## config.mk

```make
export PLATFORM = sky130hd
export DESIGN_NAME = prog_loader_ram
export DESIGN_NICKNAME = d
export VERILOG_FILES = /design/src/rtl/prog_loader_ram.sv
export SDC_FILE = /design/constraint.sdc
export NUM_CORES = 1
export LEC_CHECK = 0
export ABC_AREA = 1
export CAP_MARGIN = 15
export CORE_ASPECT_RATIO = 1.25
export CORE_MARGIN = 2
export CORE_UTILIZATION = 35
export DETAILED_ROUTE_END_ITERATION = 16
export GPL_ROUTABILITY_DRIVEN = 0
export HOLD_SLACK_MARGIN = 0.08
export PLACE_DENSITY_LB_ADDON = 0.08
export SLEW_MARGIN = 20
export SYNTH_ARGS = -nofsm -noshare
export SYNTH_HDL_FRONTEND = slang
export SYNTH_SLANG_ARGS = --single-unit
```

## constraint.sdc

```tcl
create_clock -name clk -period 2.99 [get_ports clk]
set_input_delay 0.4485 -clock clk [delete_from_list [all_inputs] [get_ports clk]]
set_output_delay 0.4485 -clock clk [all_outputs]
set_load 0.01 [all_outputs]
```

## src/rtl/prog_loader_ram.sv

```systemverilog
// Program RAM loader: fills a DEPTH x DW RAM from a len/data/sum byte stream
// and holds the CPU in reset until a load with a matching checksum completes.
// Ports: clk, reset (sync, active-low), load_start, in_valid/in_data/in_ready,
//   cpu_addr/cpu_dout (async read), cpu_reset_n, busy, error, err_code.
module prog_loader_ram #(
  parameter int DEPTH   = 16,
  parameter int DW      = 8,
  parameter int TIMEOUT = 255,
  localparam int AW     = $clog2(DEPTH)
) (
  input  logic          clk,
  input  logic          reset,
  input  logic          load_start,
  input  logic          in_valid,
  input  logic [7:0]    in_data,
  output logic          in_ready,
  input  logic [AW-1:0] cpu_addr,
  output logic [DW-1:0] cpu_dout,
  output logic          cpu_reset_n,
  output logic          busy,
  output logic          error,
  output logic [1:0]    err_code
);

  localparam int IW = (TIMEOUT < 2) ? 1 : $clog2(TIMEOUT);

  typedef enum logic [2:0] {
    LEN, DATA, SUM, RUN, ERR
  } state_t;

  state_t          state, state_d;
  logic [1:0]      err_code_d;
  logic [DW-1:0]   mem [DEPTH];
  logic [AW-1:0]   wr_ptr;
  logic [AW:0]     count;
  logic [7:0]      sum;
  logic [IW-1:0]   idle_cnt;
  logic            xfer;
  logic            len_ok;
  logic            last;
  logic            tmo;

  assign busy     = (state == LEN) ||
                    (state == DATA) ||
                    (state == SUM);
  assign error    = (state == ERR);
  assign in_ready = busy & ~load_start;
  assign xfer     = in_valid & in_ready;
  assign cpu_dout = mem[cpu_addr];

  assign len_ok = (in_data != 8'h00) &&
                  (32'(in_data) <= 32'(DEPTH));
  assign last   = ({1'b0, wr_ptr} == count - 1'b1);
  // idle_cnt never stores TIMEOUT itself: the
  // cycle that would reach it moves to ERR.
  assign tmo    = (TIMEOUT != 0) &&
                  (int'(idle_cnt) + 1 == TIMEOUT);

  always_ff @(posedge clk) begin
    if (!reset) state <= LEN;
    else        state <= state_d;
  end

  always_comb begin
    state_d    = state;
    err_code_d = err_code;
    if (load_start) begin
      state_d    = LEN;
      err_code_d = 2'b00;
    end else begin
      case (state)
        LEN: begin
          if (xfer) begin
            if (len_ok) begin
              state_d = DATA;
            end else begin
              state_d    = ERR;
              err_code_d = 2'b01;
            end
          end
        end
        DATA: begin
          if (xfer) begin
            if (last) state_d = SUM;
          end else if (tmo) begin
            state_d    = ERR;
            err_code_d = 2'b11;
          end
        end
        SUM: begin
          if (xfer) begin
            if (in_data == sum) begin
              state_d = RUN;
            end else begin
              state_d    = ERR;
              err_code_d = 2'b10;
            end
          end else if (tmo) begin
            state_d    = ERR;
            err_code_d = 2'b11;
          end
        end
        default: ;
      endcase
    end
  end

  always_ff @(posedge clk) begin
    if (!reset || load_start) begin
      for (int i = 0; i < DEPTH; i++)
        mem[i] <= '0;
      wr_ptr      <= '0;
      count       <= '0;
      sum         <= '0;
      idle_cnt    <= '0;
      err_code    <= 2'b00;
      cpu_reset_n <= 1'b0;
    end else begin
      err_code    <= err_code_d;
      cpu_reset_n <= (state_d == RUN);
      case (state)
        LEN: begin
          if (xfer && len_ok) begin
            count    <= in_data[AW:0];
            wr_ptr   <= '0;
            sum      <= '0;
            idle_cnt <= '0;
          end
        end
        DATA: begin
          if (xfer) begin
            mem[wr_ptr] <= in_data;
            sum         <= sum + in_data;
            wr_ptr      <= wr_ptr + 1'b1;
            idle_cnt    <= '0;
          end else begin
            idle_cnt <= idle_cnt + 1'b1;
          end
        end
        SUM: begin
          if (xfer) idle_cnt <= '0;
          else      idle_cnt <= idle_cnt + 1'b1;
        end
        default: ;
      endcase
    end
  end

endmodule

```

==> results.rst, run 1 <==
.. list-table::
   :header-rows: 1

   * - Metric
     - Value
   * - Outcome
     - finished, final reports clean
   * - Number of enable-type register cells in the synthesized netlist
     - roughly 130
   * - Max-slew violations
     - 0
   * - Number of nets in the synthesized netlist
     - 863
   * - Total Routed Length
     - about 21000 µm
   * - Clock slew at the register clock pins of the worst setup and hold paths
     - about 60 ps
   * - GRT overflow
     - 0
   * - # IOs
     - 30
   * - Number of max-capacitance violations reported
     - 0
   * - Max transition margin
     - a little under half
   * - Area delta synth->final
     - 16.1%
   * - Tightest Pin Transition
     - 786 ps
   * - Number of inserted diodes
     - 0
   * - Starting density of the core
     - 35.4%
   * - Post-place instance area
     - 8760 µm²
   * - Latest clock arrival within the worst-skew pair
     - 430 ps
   * - Count of distinct cell types in the synthesized netlist
     - 35
   * - Period minus WS final
     - about 2800 ps
   * - Endpoints failing hold
     - 0
   * - Wire length of the first global-routing pass
     - 33300 µm
   * - Max VDD drop
     - 377 µV
   * - Largest fanout on the critical path
     - 32
   * - Sort of element at the end of the critical path
     - primary output
   * - Number of warnings printed during yosys synthesis
     - 0
   * - Vias per cell
     - a little over 5
   * - Detailed-placement wirelength estimate
     - 15000 µm
   * - Count of input and output buffers
     - 29
   * - Length in cells of the worst reg-to-reg path
     - 8
   * - Clock tree buffer depth
     - 2
   * - Primary FF master, synth
     - edfxtp_1
   * - Unrepaired setup endpoints after global routing
     - no
   * - Master cell of the clock root buffer
     - clkbuf_16
   * - Pin count of the biggest net entering global routing
     - 33
   * - CTS tree
     - built
   * - Number of remaining DRC errors
     - 0
   * - Number of synthesized register bits
     - about 160
   * - Highest clock frequency the design can meet
     - roughly 360 MHz
   * - Floorplan core area
     - around 23000 µm²
   * - Final worst clock skew
     - 10.9 ps
   * - Syn Area/Cell
     - approximately 9.7 µm²
   * - Cell area after synthesis
     - between 8000 and 9000 µm²
   * - Total power consumption of the routed design
     - 0.00505 W
   * - Launching element type of the critical path
     - input port
   * - Type of the worst setup path
     - input port to primary output
   * - Register area share after synthesis
     - between 50 and 60%
   * - Global-route total usage across every layer
     - between 10% and 20%
   * - Type of the worst min-delay path
     - flop to flop
   * - Post-synth top area share
     - 47.8%
   * - Power per cell area
     - 541 nW/µm²
   * - Top post-synthesis cells by area
     - edfxtp_1 48%, dfxtp_1 7.7%, nor2_1 7.0%
   * - Number of design-rule violations left by the first detailed-router iteration
     - ~420
   * - Net count reported at finish
     - 900
   * - First drt pass iteration count
     - 5
   * - Residual antenna-violating net count after detailed routing
     - 0
   * - Drt wl/cell
     - roughly 18 µm
   * - Post-synth top area cell
     - edfxtp_1
   * - Worst Path Arrival
     - around 2300 ps
   * - CTS buffer count
     - 17
   * - Syn Inst Count
     - between 800 and 900
   * - Die Span Y
     - ~170 µm
   * - DR vias
     - a little under 6000
   * - Post-CTS sizing
     - 0
   * - Die width
     - between 100 and 150 µm
   * - Full die area
     - roughly 24000 µm²
   * - Required time of the critical path
     - 2540 ps
   * - Number of instances on the worst hold path
     - 2
   * - Final setup vio count
     - 0
   * - Placement Rows
     - between 60 and 70
   * - Sinks on Clock Net
     - 159
   * - Hold buffer count at CTS
     - 0
   * - Post-route setup TNS
     - 0 ps
   * - Share of the clock period used by the worst path after layout
     - between 90% and 100%
   * - Number of global-route vias before repair
     - between 5000 and 6000
   * - Layout cell share with drive strength beyond 1
     - 11.5%
   * - Initial antenna violation count
     - 0
   * - Design Area, Final
     - between 9000 and 10000 µm²
   * - Ys async rst share
     - 0%
   * - H-tree depth
     - 4
   * - Buffer count from post-CTS setup fixing
     - 0
   * - LEAKAGE
     - 3.99 nW
==> report_power, final <==
group / switching, W / internal [W]
Combinational: 0.000273 / 0.000143
Sequential: 0.0000246 / 0.00245
Clock: 0.000975 / 0.00118
==> cell usage in the layout, fill, tap and decap left out, types with 3 or more instances in the layout <==
cell	Yosys	routed
ha_1	14	14
a21oi_1	54	54
nor2_1	149	148
clkbuf_16	0	17
clkinv_1	4	4
nand2_4	17	17
xor2_1	5	5
dfxtp_1	31	31
nor2_8	5	5
nor2_2	13	14
o22ai_1	3	3
a211oi_1	5	5
buf_4	0	24
mux2i_1	32	32
inv_8	1	3
clkdlybuf4s50_1	0	28
xnor2_1	3	3
o211ai_1	34	34
clkinv_4	0	3
nand2_1	98	98
nand4_1	8	8
o21ai_0	61	61
edfxtp_1	128	128
inv_6	0	6
nand3_1	23	23
inv_1	87	87
nor3_1	7	7
==> Yosys cell counts, types with 4 or more instances <==
library cell / instances
nand2_4: 17
nor2_2: 13
nand2_1: 98
clkbuf_1: 29
ha_1: 14
nand3_1: 23
a21oi_1: 54
nor2_8: 5
mux2i_1: 32
inv_1: 87
o21ai_0: 61
dfxtp_1: 31
nand4_1: 8
a211oi_1: 5
buf_2: 7
edfxtp_1: 128
clkinv_1: 4
o211ai_1: 34
nor2_1: 149
xor2_1: 5
nor3_1: 7
==> sequential cells by signal, indices dropped and copies added, names as in the netlist <==
name	flops
err_code	2
idle_cnt	8
count	5
mem	128
cpu_reset_n	1
wr_ptr	4
state	3
sum	8
==> through the flow <==
stage	util [%]	setup slack [ps]	cells	hold slack, ps
5_1_grt	41.1	119	1170	498
6_report	41.1	235	1170	463
4_1_cts	41.1	218	1170	471
3_3_place_gp	38.5	226	1138	459
3_5_place_dp	38.5	217	1138	450
2_1_floorplan	-	983	832	443
==> worst paths after layout <==
kind	endpoint	slack, ps	from
worst min register to register	err_code[0]	460	err_code[0]
worst min-delay path	err_code[0]	460	err_code[0]
worst max register to register	mem[13][0]	730	state[0]
worst max-delay path	cpu_dout[4]	240	cpu_addr[1]
==> per-layer routing <==
metal  global-route usage, %  wire length (µm)  vias up
met5                       0                 0        -
met4                    5.33               369        0
li1                        -                 -     2903
met2                    32.2             10900      120
met1                    22.0              8850     2845
met3                    3.26               743       21
==> logic make-up after synthesis <==
kind of cell               synth area share [%]
DFF                                        55.6
AOI/OAI and AO/OA                          11.6
adders and majority gates                  2.43
and+or+nand+nor                            19.3
xor gates and xnor gates                  0.872
muxes                                      3.99
buffers and inverters                      6.27
==> worst max-delay path, cell delays in order <==
cell	delay [ps]
clkdlybuf4s50_1	530
inv_1	90
buf_12	170
o21ai_0	310
o211ai_1	140
nand2_1	90
clkdlybuf4s50_1	530
==> area by class of cell <==
class	instances	area, µm²
Sequential cell	159	4460
Inverter	94	360
Clock buffer	18	429
Timing Repair Buffer	54	500
Fill cell	2263	13400
Multi-Input combinational cell	543	3070
Clock inverter	14	146
Tap cell	288	360
(Power assumes the default switching activity.)
==> run 2, diff against run 1 <==
Settings changed: GPL_TIMING_DRIVEN set to 0.
==> run 2 against run 1 <==
Sequential power about the same; clock skew decreased by 2.9 ps; sequential share of layout area increased by 0.29 points; non-clock buffer count increased by 7; final cell count increased by 0.51%; worst setup slack got worse by 96 ps; critical endpoint is now cpu_dout[3]; largest power group unchanged; count of clock-buffer cells in the layout decreased by 1; combinational power decreased by 2%; via count decreased by 0.14%.
==> results.rst, run 2 (same netlist as run 1, synthesis figures left out) <==
.. list-table::
   :header-rows: 1

   * - Metric
     - Value
   * - Most used cells in the layout excluding fill and tap cells
     - 149 x nor2_1, 128 x edfxtp_1, 98 x nand2_1
   * - Layout cell share with drive strength beyond 1
     - 9.23% (-2.2 points)
   * - Pin count of the biggest net entering global routing
     - 17 (-48%)
   * - Period minus WS final
     - 2850 ps (+96.2 ps)
   * - Number of design-rule violations left by the first detailed-router iteration
     - 290 (-31%)
   * - Full die area
     - 24200 µm² (unchanged)
   * - Type of the worst min-delay path
     - flop to flop
   * - Top Registers
     - mem x128, idle_cnt x8, sum x8
   * - Launching element type of the critical path
     - input port
   * - DP Cell Count
     - 1145 (+0.62%)
   * - Floorplan core area
     - 22700 µm² (unchanged)
   * - Starting density of the core
     - 35.4% (unchanged)
   * - Reg-to-reg slack, setup
     - 570 ps (-160 ps)
   * - GRT overflow
     - 0 (unchanged)
   * - Endpoints failing hold
     - 0 (unchanged)
   * - Initial antenna violation count
     - 0 (unchanged)
   * - Master cell of the clock root buffer
     - clkbuf_16
   * - Length in cells of the worst reg-to-reg path
     - 9 (+1)
   * - Commonest non-fill, non-tap cell in the layout
     - nor2_1
   * - Number of global-route vias before repair
     - 5987 (+0.52%)
   * - Post-place instance area
     - 8650 µm² (-1.2%)
   * - Count of input and output buffers
     - 25 (-14%)
   * - Clock tree buffer depth
     - 2 (unchanged)
   * - Type of the worst setup path
     - input port to primary output
   * - Number of inserted diodes
     - 0 (unchanged)
   * - Required time of the critical path
     - 2540 ps (about the same)
   * - Unrepaired setup endpoints after global routing
     - no
   * - Filler Cells Inserted
     - 2250 (-0.57%)
   * - First drt pass iteration count
     - 4 (-1)
   * - Power per cell area
     - 561 nW/µm² (+3.6%)
   * - Net count reported at finish
     - 907 (+0.78%)
   * - Max VDD drop
     - 408 µV (+8.1%)
   * - CTS tree
     - built
   * - Share of the clock period used by the worst path after layout
     - 95.4% (+3.2 points)
   * - DR vias
     - 5881 (-0.14%)
   * - Area delta synth->final
     - 15.4%
   * - Die Span Y
     - 173 µm (unchanged)
   * - Number of max-capacitance violations reported
     - 0 (unchanged)
   * - Post-route setup TNS
     - 0 ps (unchanged)
   * - Highest clock frequency the design can meet
     - 351 MHz (-3.4%)
   * - Sinks on Clock Net
     - 159 (unchanged)
   * - Crit Reg-Reg Endpoint
     - mem[7][1]
   * - Worst Path Arrival
     - 2400 ps (+90 ps)
   * - Filler-free cell count of the finished design
     - 1176 (+0.51%)
   * - Vias per cell
     - 5.00 (-0.65%)
   * - Outcome
     - finished, final reports clean
   * - Final Core Density
     - 40.8% (-0.25 points)
   * - Detailed-placement wirelength estimate
     - 15500 µm (+3.1%)
   * - # IOs
     - 30 (unchanged)
   * - Sort of element at the end of the critical path
     - primary output
   * - Launching point of the worst reg2reg path
     - state[2]
   * - Placement Rows
     - 62 (unchanged)
   * - CTS buffer count
     - 17 (unchanged)
   * - H-tree depth
     - 4 (unchanged)
   * - Largest fanout on the critical path
     - 10 (-69%)
   * - Residual antenna-violating net count after detailed routing
     - 0 (unchanged)
   * - Clock slew at the register clock pins of the worst setup and hold paths
     - 70 ps (about the same)
   * - Tightest Pin Transition
     - 803 ps (+17.0 ps)
   * - Register name with the most flops
     - mem
   * - Final setup vio count
     - 0 (unchanged)
   * - Die width
     - 140 µm (unchanged)
   * - Final worst clock skew
     - 7.94 ps (-2.93 ps)
   * - Buffer count from post-CTS setup fixing
     - 0 (unchanged)
   * - Max-slew violations
     - 0 (unchanged)
   * - Destination of the worst hold path
     - sum[4]
   * - Hold buffer count at CTS
     - 0 (unchanged)
   * - Final hold slack
     - 471 ps (+7.87 ps)
   * - Max transition margin
     - 46.3% (-1.3 points)
   * - Max reg flops
     - 128 (unchanged)
   * - Number of instances on the worst hold path
     - 2 (unchanged)
   * - Drt wl/cell
     - 18.1 µm (+1.2%)
   * - LEAKAGE
     - 3.93 nW (-1.4%)
   * - Latest clock arrival within the worst-skew pair
     - 430 ps (about the same)
   * - Wire length of the first global-routing pass
     - 32900 µm (-1.3%)
   * - Total Routed Length
     - 21200 µm (+1.7%)
   * - Global-route total usage across every layer
     - 18.0% (about the same)
   * - Number of remaining DRC errors
     - 0 (unchanged)
   * - Launch instance of the worst min-delay path
     - sum[4]
   * - Design Area, Final
     - 9280 µm² (-0.60%)
## run 2: cell count changes in the layout (fill, tap and decap cells not counted), moves of 3 or more
cell	change
buf_4	-22
clkbuf_1	+27
clkdlybuf4s50_1	-3
buf_2	+4
## run 2: report_power, final
group | total, W | internal, W | switching, W | leakage, nW
clock network | 0.00231 | 0.00134 | 0.000971 | 0.299
registers | 0.00248 | 0.00245 | 0.0000218 | 1.68
logic | 0.000409 | 0.000127 | 0.000282 | 1.96
total | 0.00520 | 0.00393 | 0.00127 | 3.93
## run 2: worst max-delay path by stage
stage / endpoint / slack [ps] / from
after CTS: cpu_dout[0] / 10 / cpu_addr[0]
after global placement: cpu_dout[2] / -60 / cpu_addr[0]
after floorplan: cpu_dout[0] / 980 / cpu_addr[0]
final: cpu_dout[3] / 140 / cpu_addr[1]
after global routing: cpu_dout[3] / 0.7 / cpu_addr[1]
after detailed placement: cpu_dout[2] / -60 / cpu_addr[0]
## run 2: what timing repair did
action / 4_1_cts / 5_1_grt
gates resized for setup: 2 / 3
endpoints found under the hold margin: 0 / 0
endpoints found under the setup margin: 4 / 8
cloned: 0 / 0
## run 2: area by class of cell
class                      instances  area (µm²)  share of cell area (%)
multi-input combinational        543        3070                    33.1
buffer                            36         153                    1.65
clock inverter                    14         194                    2.09
inverter                          94         360                    3.89
timing repair buffer              25         250                    2.70
sequential                       159        4460                    48.1
tap                              288         360                    3.89
clock buffer                      17         425                    4.59
## run 2: per-stage QoR
stage	power (W)	setup WS, ps
after floorplan	0.00276	983
after global placement	0.00293	-58.0
after detailed placement	0.00294	-61.8
after CTS	0.00525	14.1
after global routing	0.00537	0.686
final	0.00520	139
## run 2: layer usage
layer  GRT usage (%)  part of all wire, %  vias up
met1            21.3                   42     2834
met2            33.1                   53      114
met5               0                    0        -
met4            5.38                  1.8        0
li1                -                    -     2913
met3            3.09                  3.1       20
## run 2: critical path: stages
cell and delay [ps]:
clkbuf_1 240, clkbuf_1 440, a21oi_1 80, o21ai_0 100, o21ai_0 200, o211ai_1 300, nand2_1 100, clkdlybuf4s50_1 490
==> run 3, diff against run 2 <==
Settings changed: RECOVER_POWER set to 100.
==> run 3 against run 2 <==
Design area fell by 0.73%; critical path depth did not move; utilization fell by 0.30 points; non-clock buffer count did not move; largest power group unchanged; sequential power barely moved.
==> results.rst, run 3 (same netlist as run 1, synthesis figures left out) <==
.. list-table::
   :header-rows: 1

   * - Metric
     - Value
   * - Outcome
     - finished, final reports clean
   * - CTS buffer count
     - 17 (unchanged)
   * - Drt wl/cell
     - 18.1 µm (+0.11%)
   * - Area delta synth->final
     - 14.6%
   * - Total power consumption of the routed design
     - 0.00520 W (about the same)
   * - Number of max-capacitance violations reported
     - 0 (unchanged)
   * - First drt pass iteration count
     - 5 (+1)
   * - Buffer count from post-CTS setup fixing
     - 0 (unchanged)
   * - Starting density of the core
     - 35.4% (unchanged)
   * - Required time of the critical path
     - 2540 ps (about the same)
   * - Initial antenna violation count
     - 0 (unchanged)
   * - Clock slew at the register clock pins of the worst setup and hold paths
     - 70 ps (about the same)
   * - Bufs and invs on worst path
     - 3 (unchanged)
   * - Count of input and output buffers
     - 25 (unchanged)
   * - H-tree depth
     - 4 (unchanged)
   * - Sort of element at the end of the critical path
     - primary output
   * - Pin count of the biggest net entering global routing
     - 17 (unchanged)
   * - Delay-heaviest family, CP
     - buffers and inverters
   * - Residual antenna-violating net count after detailed routing
     - 0 (unchanged)
   * - LEAKAGE
     - 3.88 nW (-1.4%)
   * - Unrepaired setup endpoints after global routing
     - no
   * - Setup WS pre-CTS
     - -61.8 ps (unchanged)
   * - Power dissipated by switching net loads
     - 0.00127 W (-0.14%)
   * - Combinational Power Share
     - 7.8% (about the same)
   * - Master cell of the clock root buffer
     - clkbuf_16
   * - Worst Path Arrival
     - 2400 ps (about the same)
   * - Detailed-placement wirelength estimate
     - 15500 µm (unchanged)
   * - Number of inserted diodes
     - 0 (unchanged)
   * - DP Cell Count
     - 1145 (unchanged)
   * - Global-route total usage across every layer
     - 18.0% (unchanged)
   * - Number of design-rule violations left by the first detailed-router iteration
     - 305 (+5.2%)
   * - Internal power
     - 0.00392 W (about the same)
   * - Max reg flops
     - 128 (unchanged)
   * - # IOs
     - 30 (unchanged)
   * - Period minus WS final
     - 2850 ps (-2.68 ps)
   * - Die Span Y
     - 173 µm (unchanged)
   * - Most used cells in the layout excluding fill and tap cells
     - 156 x nor2_1, 128 x edfxtp_1, 104 x nand2_1
   * - Commonest non-fill, non-tap cell in the layout
     - nor2_1
   * - Type of the worst setup path
     - input port to primary output
   * - Final hold slack
     - 471 ps (+0.0760 ps)
   * - Number of global-route vias before repair
     - 5987 (unchanged)
   * - Top Registers
     - mem x128, idle_cnt x8, sum x8
   * - Final setup vio count
     - 0 (unchanged)
   * - DR vias
     - 5867 (-0.24%)
   * - Register share of total power
     - 47.7% (about the same)
   * - Placement Rows
     - 62 (unchanged)
   * - PnR worst setup slack
     - 141 ps (+2.68 ps)
   * - Wire length of the first global-routing pass
     - 32900 µm (unchanged)
   * - Max VDD drop
     - 410 µV (+0.42%)
   * - GRT overflow
     - 0 (unchanged)
   * - Floorplan core area
     - 22700 µm² (unchanged)
   * - Slowest library cell on the worst path
     - clkdlybuf4s50_1
   * - Number of remaining DRC errors
     - 0 (unchanged)
   * - Tightest Pin Transition
     - 807 ps (+4.22 ps)
   * - Portion of total power attributed to the clock network
     - 44.6% (about the same)
   * - Max-slew violations
     - 0 (unchanged)
   * - Type of the worst min-delay path
     - flop to flop
   * - Sinks on Clock Net
     - 159 (unchanged)
   * - Clock tree buffer depth
     - 2 (unchanged)
   * - Switching share of power
     - 24.5% (about the same)
   * - Largest fanout on the critical path
     - 10 (unchanged)
   * - Share of the clock period used by the worst path after layout
     - 95.3% (about the same)
   * - Full die area
     - 24200 µm² (unchanged)
   * - Endpoints failing hold
     - 0 (unchanged)
   * - CTS tree
     - built
   * - Max transition margin
     - 46.0% (-0.28 points)
   * - Highest clock frequency the design can meet
     - 351 MHz (about the same)
   * - Filler-free cell count of the finished design
     - 1176 (unchanged)
   * - Launching element type of the critical path
     - input port
   * - Total Routed Length
     - 21300 µm (+0.11%)
   * - Vias per cell
     - 4.99 (-0.24%)
   * - Latest clock arrival within the worst-skew pair
     - 440 ps (about the same)
   * - Register name with the most flops
     - mem
   * - Power per cell area
     - 564 nW/µm² (+0.65%)
   * - Delay of the slowest critical-path stage
     - 490 ps (about the same)
   * - Die width
     - 140 µm (unchanged)
   * - Layout cell share with drive strength beyond 1
     - 7.43% (-1.8 points)
   * - Final worst clock skew
     - 8.93 ps (+0.985 ps)
   * - Filler Cells Inserted
     - 2265 (+0.67%)
   * - Cell chain of the critical path
     - clkbuf_1, clkbuf_1, a21oi_1, o21ai_0, o21ai_0, o211ai_1, nand2_1, clkdlybuf4s50_1
   * - Net count reported at finish
     - 907 (unchanged)
## run 3: cell count changes in the layout (fill, tap and decap cells not counted), sizes merged
cell	previous run	this run
clkdlybuf4s50	25	17
dlygate4sd3	0	8
buf	6	2
clkbuf	47	51
## run 3: routing by layer
metal	track usage [%]	wire length, µm	vias up	part of all wire [%]
met1	21.3	8920	2807	42
met3	3.09	706	26	3.3
met5	0	0	-	0
met4	5.38	388	0	1.8
met2	33.1	11300	119	53
li1	-	-	2915	-
## run 3: final timing paths
check                    from     endpoint  slack (ps)  cells after the start
hold / removal         sum[4]       sum[4]         470                      2
setup reg to reg     state[2]    mem[1][4]         520                      9
setup / recovery  cpu_addr[1]  cpu_dout[3]         140                      8
hold reg to reg        sum[4]       sum[4]         470                      2
## run 3: worst reg2reg max path, stage by stage, from the launching register on
cell,delay [ps]
dfxtp_1,370
inv_1,120
o21ai_2,120
nor3_4,290
nand2_4,150
nor2_8,180
inv_8,100
nor2_8,170
nand2_1,270
nand2_1,380
## run 3: final cells by class
cell class	instances	area [µm²]	area share [%]
inverters	94	360	3.91
well taps	288	360	3.91
clock buffers	17	425	4.62
clock inverters	14	194	2.11
plain buffers	36	151	1.64
multi-input cells	543	3000	32.6
flip-flops and latches	159	4460	48.5
repair buffers	25	250	2.72
## run 3: what timing repair did
item / CTS / global route
endpoints found under the setup margin: 4 / 8
hold buffers: 0 / 0
resized for setup: 2 / 3
gates cloned: 0 / 0
## run 3: power groups by stage
stage	registers, W	clock network, W	logic (W)
after CTS	0.00248	0.00236	0.000414
after floorplan	0.00252	0	0.000241
after global placement	0.00252	0	0.000409
final	0.00248	0.00232	0.000404
after detailed placement	0.00253	0	0.000412
after global routing	0.00248	0.00243	0.000444
## run 3: stage by stage
| step | utilization [%] | instance area, µm² | TNS [ps] |
|---|---|---|---|
| after floorplan | - | 8040 | 0 |
| after global placement | 38.0 | 8650 | -1330 |
| after detailed placement | 38.0 | 8650 | -1400 |
| after CTS | 40.8 | 9270 | 0 |
| after global routing | 40.5 | 9210 | 0 |
| final | 40.5 | 9210 | 0 |
